## config.mk

```make
export PLATFORM = sky130hd
export DESIGN_NAME = dmem_controller
export DESIGN_NICKNAME = d
export VERILOG_FILES = /design/src/rtl/dmem_controller.sv
export SDC_FILE = /design/constraint.sdc
export NUM_CORES = 1
export LEC_CHECK = 0
export ABC_AREA = 1
export CAP_MARGIN = 0
export CORE_MARGIN = 2
export CORE_UTILIZATION = 50
export CTS_CLUSTER_DIAMETER = 80
export DETAILED_ROUTE_END_ITERATION = 12
export DONT_BUFFER_PORTS = 1
export PLACE_DENSITY_LB_ADDON = 0.25
export SLEW_MARGIN = 30
export SYNTH_ARGS = -nofsm -noshare
export SYNTH_HDL_FRONTEND = slang
export SYNTH_SLANG_ARGS = --single-unit
```

## constraint.sdc

```tcl
create_clock -name clk -period 3.9 [get_ports clk]
set_input_delay 0.78 -clock clk [delete_from_list [all_inputs] [get_ports clk]]
set_output_delay 0.78 -clock clk [all_outputs]
set_load 0.05 [all_outputs]
```

## src/rtl/dmem_controller.sv

```systemverilog
`default_nettype none
// ============================================================================
// Module   : dmem_controller
// Brief    : Round-robin arbiter relaying LSU read/write requests to one memory port
// Revision : 1.0
// ============================================================================
module dmem_controller #(
  parameter int NUM_CONSUMERS = 4,
  parameter int ADDR_BITS     = 8,
  parameter int DATA_BITS     = 8
) (
  input  logic                               clk,
  input  logic                               reset,
  input  logic [NUM_CONSUMERS-1:0]           consumer_read_request,
  input  logic [NUM_CONSUMERS*ADDR_BITS-1:0] consumer_read_address,
  output logic [NUM_CONSUMERS-1:0]           consumer_read_ready,
  output logic [NUM_CONSUMERS*DATA_BITS-1:0] consumer_read_data,
  input  logic [NUM_CONSUMERS-1:0]           consumer_write_request,
  input  logic [NUM_CONSUMERS*ADDR_BITS-1:0] consumer_write_address,
  input  logic [NUM_CONSUMERS*DATA_BITS-1:0] consumer_write_data,
  output logic [NUM_CONSUMERS-1:0]           consumer_write_ready,
  output logic                               mem_read_valid,
  output logic [ADDR_BITS-1:0]               mem_read_address,
  input  logic                               mem_read_ready,
  input  logic [DATA_BITS-1:0]               mem_read_data,
  output logic                               mem_write_valid,
  output logic [ADDR_BITS-1:0]               mem_write_address,
  output logic [DATA_BITS-1:0]               mem_write_data,
  input  logic                               mem_write_ready
);

  localparam int IDX_W = (NUM_CONSUMERS > 1) ? $clog2(NUM_CONSUMERS) : 1;

  typedef enum logic [1:0] {
    IDLE          = 2'd0,
    READ_WAITING  = 2'd1,
    WRITE_WAITING = 2'd2,
    RELAYING      = 2'd3
  } state_t;

  state_t                             r_state, w_state_next;
  logic [IDX_W-1:0]                   r_ptr, w_ptr_next;
  logic [IDX_W-1:0]                   r_grant, w_grant_next;
  logic                               r_grant_is_read, w_grant_is_read_next;
  logic [NUM_CONSUMERS-1:0]           r_read_ready, w_read_ready_next;
  logic [NUM_CONSUMERS-1:0]           r_write_ready, w_write_ready_next;
  logic [NUM_CONSUMERS*DATA_BITS-1:0] r_read_data, w_read_data_next;
  logic                               r_mem_read_valid, w_mem_read_valid_next;
  logic [ADDR_BITS-1:0]               r_mem_read_address, w_mem_read_address_next;
  logic                               r_mem_write_valid, w_mem_write_valid_next;
  logic [ADDR_BITS-1:0]               r_mem_write_address, w_mem_write_address_next;
  logic [DATA_BITS-1:0]               r_mem_write_data, w_mem_write_data_next;
  logic                               w_found;
  logic [IDX_W-1:0]                   w_sel;

  // Scan from the pointer downwards so the closest pending consumer wins last.
  always_comb begin : p_search
    int               idx;
    logic [IDX_W-1:0] cand;
    w_found = 1'b0;
    w_sel   = '0;
    idx     = 0;
    cand    = '0;
    for (int k = NUM_CONSUMERS - 1; k >= 0; k--) begin
      idx = int'(r_ptr) + k;
      if (idx >= NUM_CONSUMERS) idx = idx - NUM_CONSUMERS;
      cand = idx[IDX_W-1:0];
      if (consumer_read_request[cand] || consumer_write_request[cand]) begin
        w_found = 1'b1;
        w_sel   = cand;
      end
    end
  end

  always_comb begin : p_next
    w_state_next             = r_state;
    w_ptr_next               = r_ptr;
    w_grant_next             = r_grant;
    w_grant_is_read_next     = r_grant_is_read;
    w_read_ready_next        = r_read_ready;
    w_write_ready_next       = r_write_ready;
    w_read_data_next         = r_read_data;
    w_mem_read_valid_next    = r_mem_read_valid;
    w_mem_read_address_next  = r_mem_read_address;
    w_mem_write_valid_next   = r_mem_write_valid;
    w_mem_write_address_next = r_mem_write_address;
    w_mem_write_data_next    = r_mem_write_data;
    case (r_state)
      IDLE: begin
        if (w_found) begin
          w_grant_next = w_sel;
          w_ptr_next   = (w_sel == IDX_W'(NUM_CONSUMERS - 1)) ? '0 : w_sel + 1'b1;
          if (consumer_read_request[w_sel]) begin
            w_grant_is_read_next    = 1'b1;
            w_mem_read_valid_next   = 1'b1;
            w_mem_read_address_next = consumer_read_address[w_sel*ADDR_BITS +: ADDR_BITS];
            w_state_next            = READ_WAITING;
          end else begin
            w_grant_is_read_next     = 1'b0;
            w_mem_write_valid_next   = 1'b1;
            w_mem_write_address_next = consumer_write_address[w_sel*ADDR_BITS +: ADDR_BITS];
            w_mem_write_data_next    = consumer_write_data[w_sel*DATA_BITS +: DATA_BITS];
            w_state_next             = WRITE_WAITING;
          end
        end
      end
      READ_WAITING: begin
        if (mem_read_ready) begin
          w_mem_read_valid_next                           = 1'b0;
          w_read_data_next[r_grant*DATA_BITS +: DATA_BITS] = mem_read_data;
          w_read_ready_next[r_grant]                      = 1'b1;
          w_state_next                                    = RELAYING;
        end
      end
      WRITE_WAITING: begin
        if (mem_write_ready) begin
          w_mem_write_valid_next      = 1'b0;
          w_write_ready_next[r_grant] = 1'b1;
          w_state_next                = RELAYING;
        end
      end
      RELAYING: begin
        if (r_grant_is_read ? !consumer_read_request[r_grant]
                            : !consumer_write_request[r_grant]) begin
          w_read_ready_next  = '0;
          w_write_ready_next = '0;
          w_state_next       = IDLE;
        end
      end
      default: w_state_next = IDLE;
    endcase
  end

  always_ff @(posedge clk) begin
    if (reset) begin
      r_state             <= IDLE;
      r_ptr               <= '0;
      r_grant             <= '0;
      r_grant_is_read     <= 1'b0;
      r_read_ready        <= '0;
      r_write_ready       <= '0;
      r_read_data         <= '0;
      r_mem_read_valid    <= 1'b0;
      r_mem_read_address  <= '0;
      r_mem_write_valid   <= 1'b0;
      r_mem_write_address <= '0;
      r_mem_write_data    <= '0;
    end else begin
      r_state             <= w_state_next;
      r_ptr               <= w_ptr_next;
      r_grant             <= w_grant_next;
      r_grant_is_read     <= w_grant_is_read_next;
      r_read_ready        <= w_read_ready_next;
      r_write_ready       <= w_write_ready_next;
      r_read_data         <= w_read_data_next;
      r_mem_read_valid    <= w_mem_read_valid_next;
      r_mem_read_address  <= w_mem_read_address_next;
      r_mem_write_valid   <= w_mem_write_valid_next;
      r_mem_write_address <= w_mem_write_address_next;
      r_mem_write_data    <= w_mem_write_data_next;
    end
  end

  assign consumer_read_ready  = r_read_ready;
  assign consumer_read_data   = r_read_data;
  assign consumer_write_ready = r_write_ready;
  assign mem_read_valid       = r_mem_read_valid;
  assign mem_read_address     = r_mem_read_address;
  assign mem_write_valid      = r_mem_write_valid;
  assign mem_write_address    = r_mem_write_address;
  assign mem_write_data       = r_mem_write_data;

endmodule
`default_nettype wire

```

==> flow_summary.toml <==
[outcome]
status = "finished clean"

[sta]
slew_violations = 0
rsz0062_at_grt = "no"
tightest_slew_ns = 0.905
layout_setup_ws_ns = 0.980
tns_ns = 0
period_share_pct = 74.9
slew_headroom_pct = 39.4
clock-skew-final_ns = 0.0126
hold_viol = 0
min_period_ns = 2.92
max_freq_ghz = 0.342
setup_violations = 0

[floorplanning]
die_w_um = 95.2
rows = 33
start_util_pct = 51.1
die_area_um2 = 9060
ios = 182
die_h_um = 95.2
fp.coreArea_um2 = 8130

[synthesis]
synth_edf_count = 0
synth_warnings = 0
synth_nets = 763
synth_cells = 634
yosys.cell_types.count = 31
syn_avg_cell_area_um2 = 6.56
synthTopCellsByArea = "dfxtp_1 35%, nand2_1 11%, nor2_1 11%"
syn-cell-area_um2 = 4160
synth-seq-area-share_pct = 35.2
synth_top_area_cell = "dfxtp_1"
synthArstFlopShare_pct = 0
netlist.area_leader.share_pct = 35.2
synth_seq_cells = 73
synth_flop_cell = "dfxtp_1"

[route]
first_pass_iters = 5
route.detailed.drc = 0
num_vias = 4052
wl_per_cell_um = 15.3
drt_iter0_drc = 146
viasPerCell = 5.57
drt-total-wl_um = 11100
postRouteAntennaNets = 0

[worst_setup_path]
slowest_stage = "inv_2"
cp_top_family = "simple AND/OR/NAND/NOR gates"
cp_slowest_stage_delay_ns = 0.65
worst-setup-path-type = "reg2reg"
crit_path_start_kind = "register"
cp_common_cell = "nand2_2"
arrival_ns = 3.21
cp_num_buf_inv = 3
cp_cell_sequence = "inv_6, o21ai_2, nand2_2, nand2_2, inv_2, nor2_4, nand2_1, nand2_2, nand2_4, inv_2, o21ai_0, o22ai_1, nor2_1, nor2_1"
cp-end-kind = "register"
cp_max_fo = 52
cp.required_ns = 4.19

[global_routing]
antenna_found_initial = 0
grt_max_degree = 53
grt_pass1_vias = 3851
grt_util_all_layers_pct = 24.1
grt_overflow = 0
grt_pass1_wl_um = 17300

[clock_tree]
cts.repair.resized = 0
clockBufferDepth = 2
postCtsSetupBuffers = 0
cts_sinks = 73
cts_root_buf = "clkbuf_8"
clk_pin_slew_ns = 0.09
cts_tree = "yes"
holdBufCountCts = 0
clkLatencyLatePin_ns = 0.35
htreeDepth = 3
cts_buffers = 9

[cells_and_area]
drive_above_1_share_pct = 8.68
final_cells = 727
diodes = 0
fillers = 800
areaGrowthSynthToFinish_pct = 4.18
multi_input_area_um2 = 2330
seq_area_um2 = 1460
nets = 746

[placement]
portBuffers = 0
hpwl_um = 8180
pre_cts_ws_ns = 0.887
gp_congestion = 0.846
dp_cells = 711

[pwr]
p_leak_uw = 0.00178
p_per_area_nw_per_um2 = 986
ir_drop_mv = 0.501

[min_path]
hold_path.class = "in2reg"

[job]
drv_cap = 0
## per-stage QoR
step | hold WS [ns] | utilization (%) | instance area (µm²) | power [µW]
3_5_place_dp | 0.493 | 50.9 | 4140 | 3690
3_3_place_gp | 0.489 | 50.9 | 4140 | 3610
6_report | 0.494 | 53.2 | 4330 | 4270
5_1_grt | 0.469 | 53.2 | 4330 | 4660
2_1_floorplan | 0.459 | - | 4160 | 3350
4_1_cts | 0.482 | 53.2 | 4330 | 4260
## synth_stat cells (3+ instances only)
cell,number
nor2_1,118
o21ai_2,3
a21oi_1,54
nand2_4,3
buf_6,3
nand3_2,3
nand2_2,17
ha_1,13
buf_2,11
o22ai_1,24
o21ai_1,11
dfxtp_1,73
nand2_1,122
o21ai_0,73
inv_2,4
clkbuf_1,12
inv_1,47
nand3_1,20
or3_1,8
## state kept, by name, indices dropped and copies added (netlist names)
name	cells
mem_write_address	8
mem_read_valid	1
r_ptr	2
consumer_read_data	32
mem_write_valid	1
consumer_read_ready	4
r_grant	2
mem_write_data	8
r_grant_is_read	1
consumer_write_ready	4
mem_read_address	8
r_state	2
## per-layer routing
metal | up-vias | part of all wire, % | wire length (µm) | global-route usage (%)
met5 | - | 0 | 0 | 0
met4 | 0 | 1.1 | 125 | 6.04
met3 | 13 | 8.4 | 926 | 8.54
met2 | 154 | 48 | 5350 | 40.9
met1 | 1856 | 42 | 4690 | 29.0
li1 | 2029 | - | - | -
## placed cells by master, fill, tap and decap left out, types with 3 or more instances in the layout
cell type,n
ha_1,13
nand2_1,122
inv_2,4
inv_6,4
o21ai_2,3
o21ai_0,73
nand2_4,3
nand3_1,20
a21oi_1,54
or3_1,8
o22ai_1,24
dfxtp_1,73
o21ai_1,11
nand2_2,17
nor2_1,118
inv_1,47
nand3_2,3
clkbuf_8,10
## area by class of cell
type	instances	area share (%)
Sequential cell	73	33.7
Inverter	54	4.85
Clock inverter	6	1.16
Timing Repair Buffer	1	0.173
Tap cell	105	3.03
Clock buffer	10	3.18
Multi-Input combinational cell	478	53.9
## where the power goes
part | internal, µW | switching (µW) | leakage (µW) | total (µW)
sequential | 901 | 541 | 0.000596 | 1440
combinational | 699 | 1560 | 0.00110 | 2260
clock | 256 | 315 | 0.0000899 | 572
total | 1860 | 2410 | 0.00178 | 4270
## worst paths after layout
path,startpoint,slack [ns],cells after the start,to
setup reg to reg,r_ptr[0]$_SDFFE_PP0P_,0.98,14,mem_read_address[5]$_SDFFE_PP0P_
setup / recovery,r_ptr[0]$_SDFFE_PP0P_,0.98,14,mem_read_address[5]$_SDFFE_PP0P_
hold reg to reg,r_grant_is_read$_SDFFE_PP0P_,0.50,2,r_grant_is_read$_SDFFE_PP0P_
hold / removal,reset,0.49,1,consumer_read_data[21]$_SDFFE_PP0P_
## logic make-up (layout without fill, tap and decap cells)
kind of cell	Yosys count	after routing	share of synthesized area, %
and+or+nand+nor	298	298	31.0
AOI/OAI and AO/OA	167	167	21.2
buffers and inverters	83	71	8.73
DFF	73	73	35.2
adders and majority gates	13	13	3.91
Power figures use the tool's default switching activity.
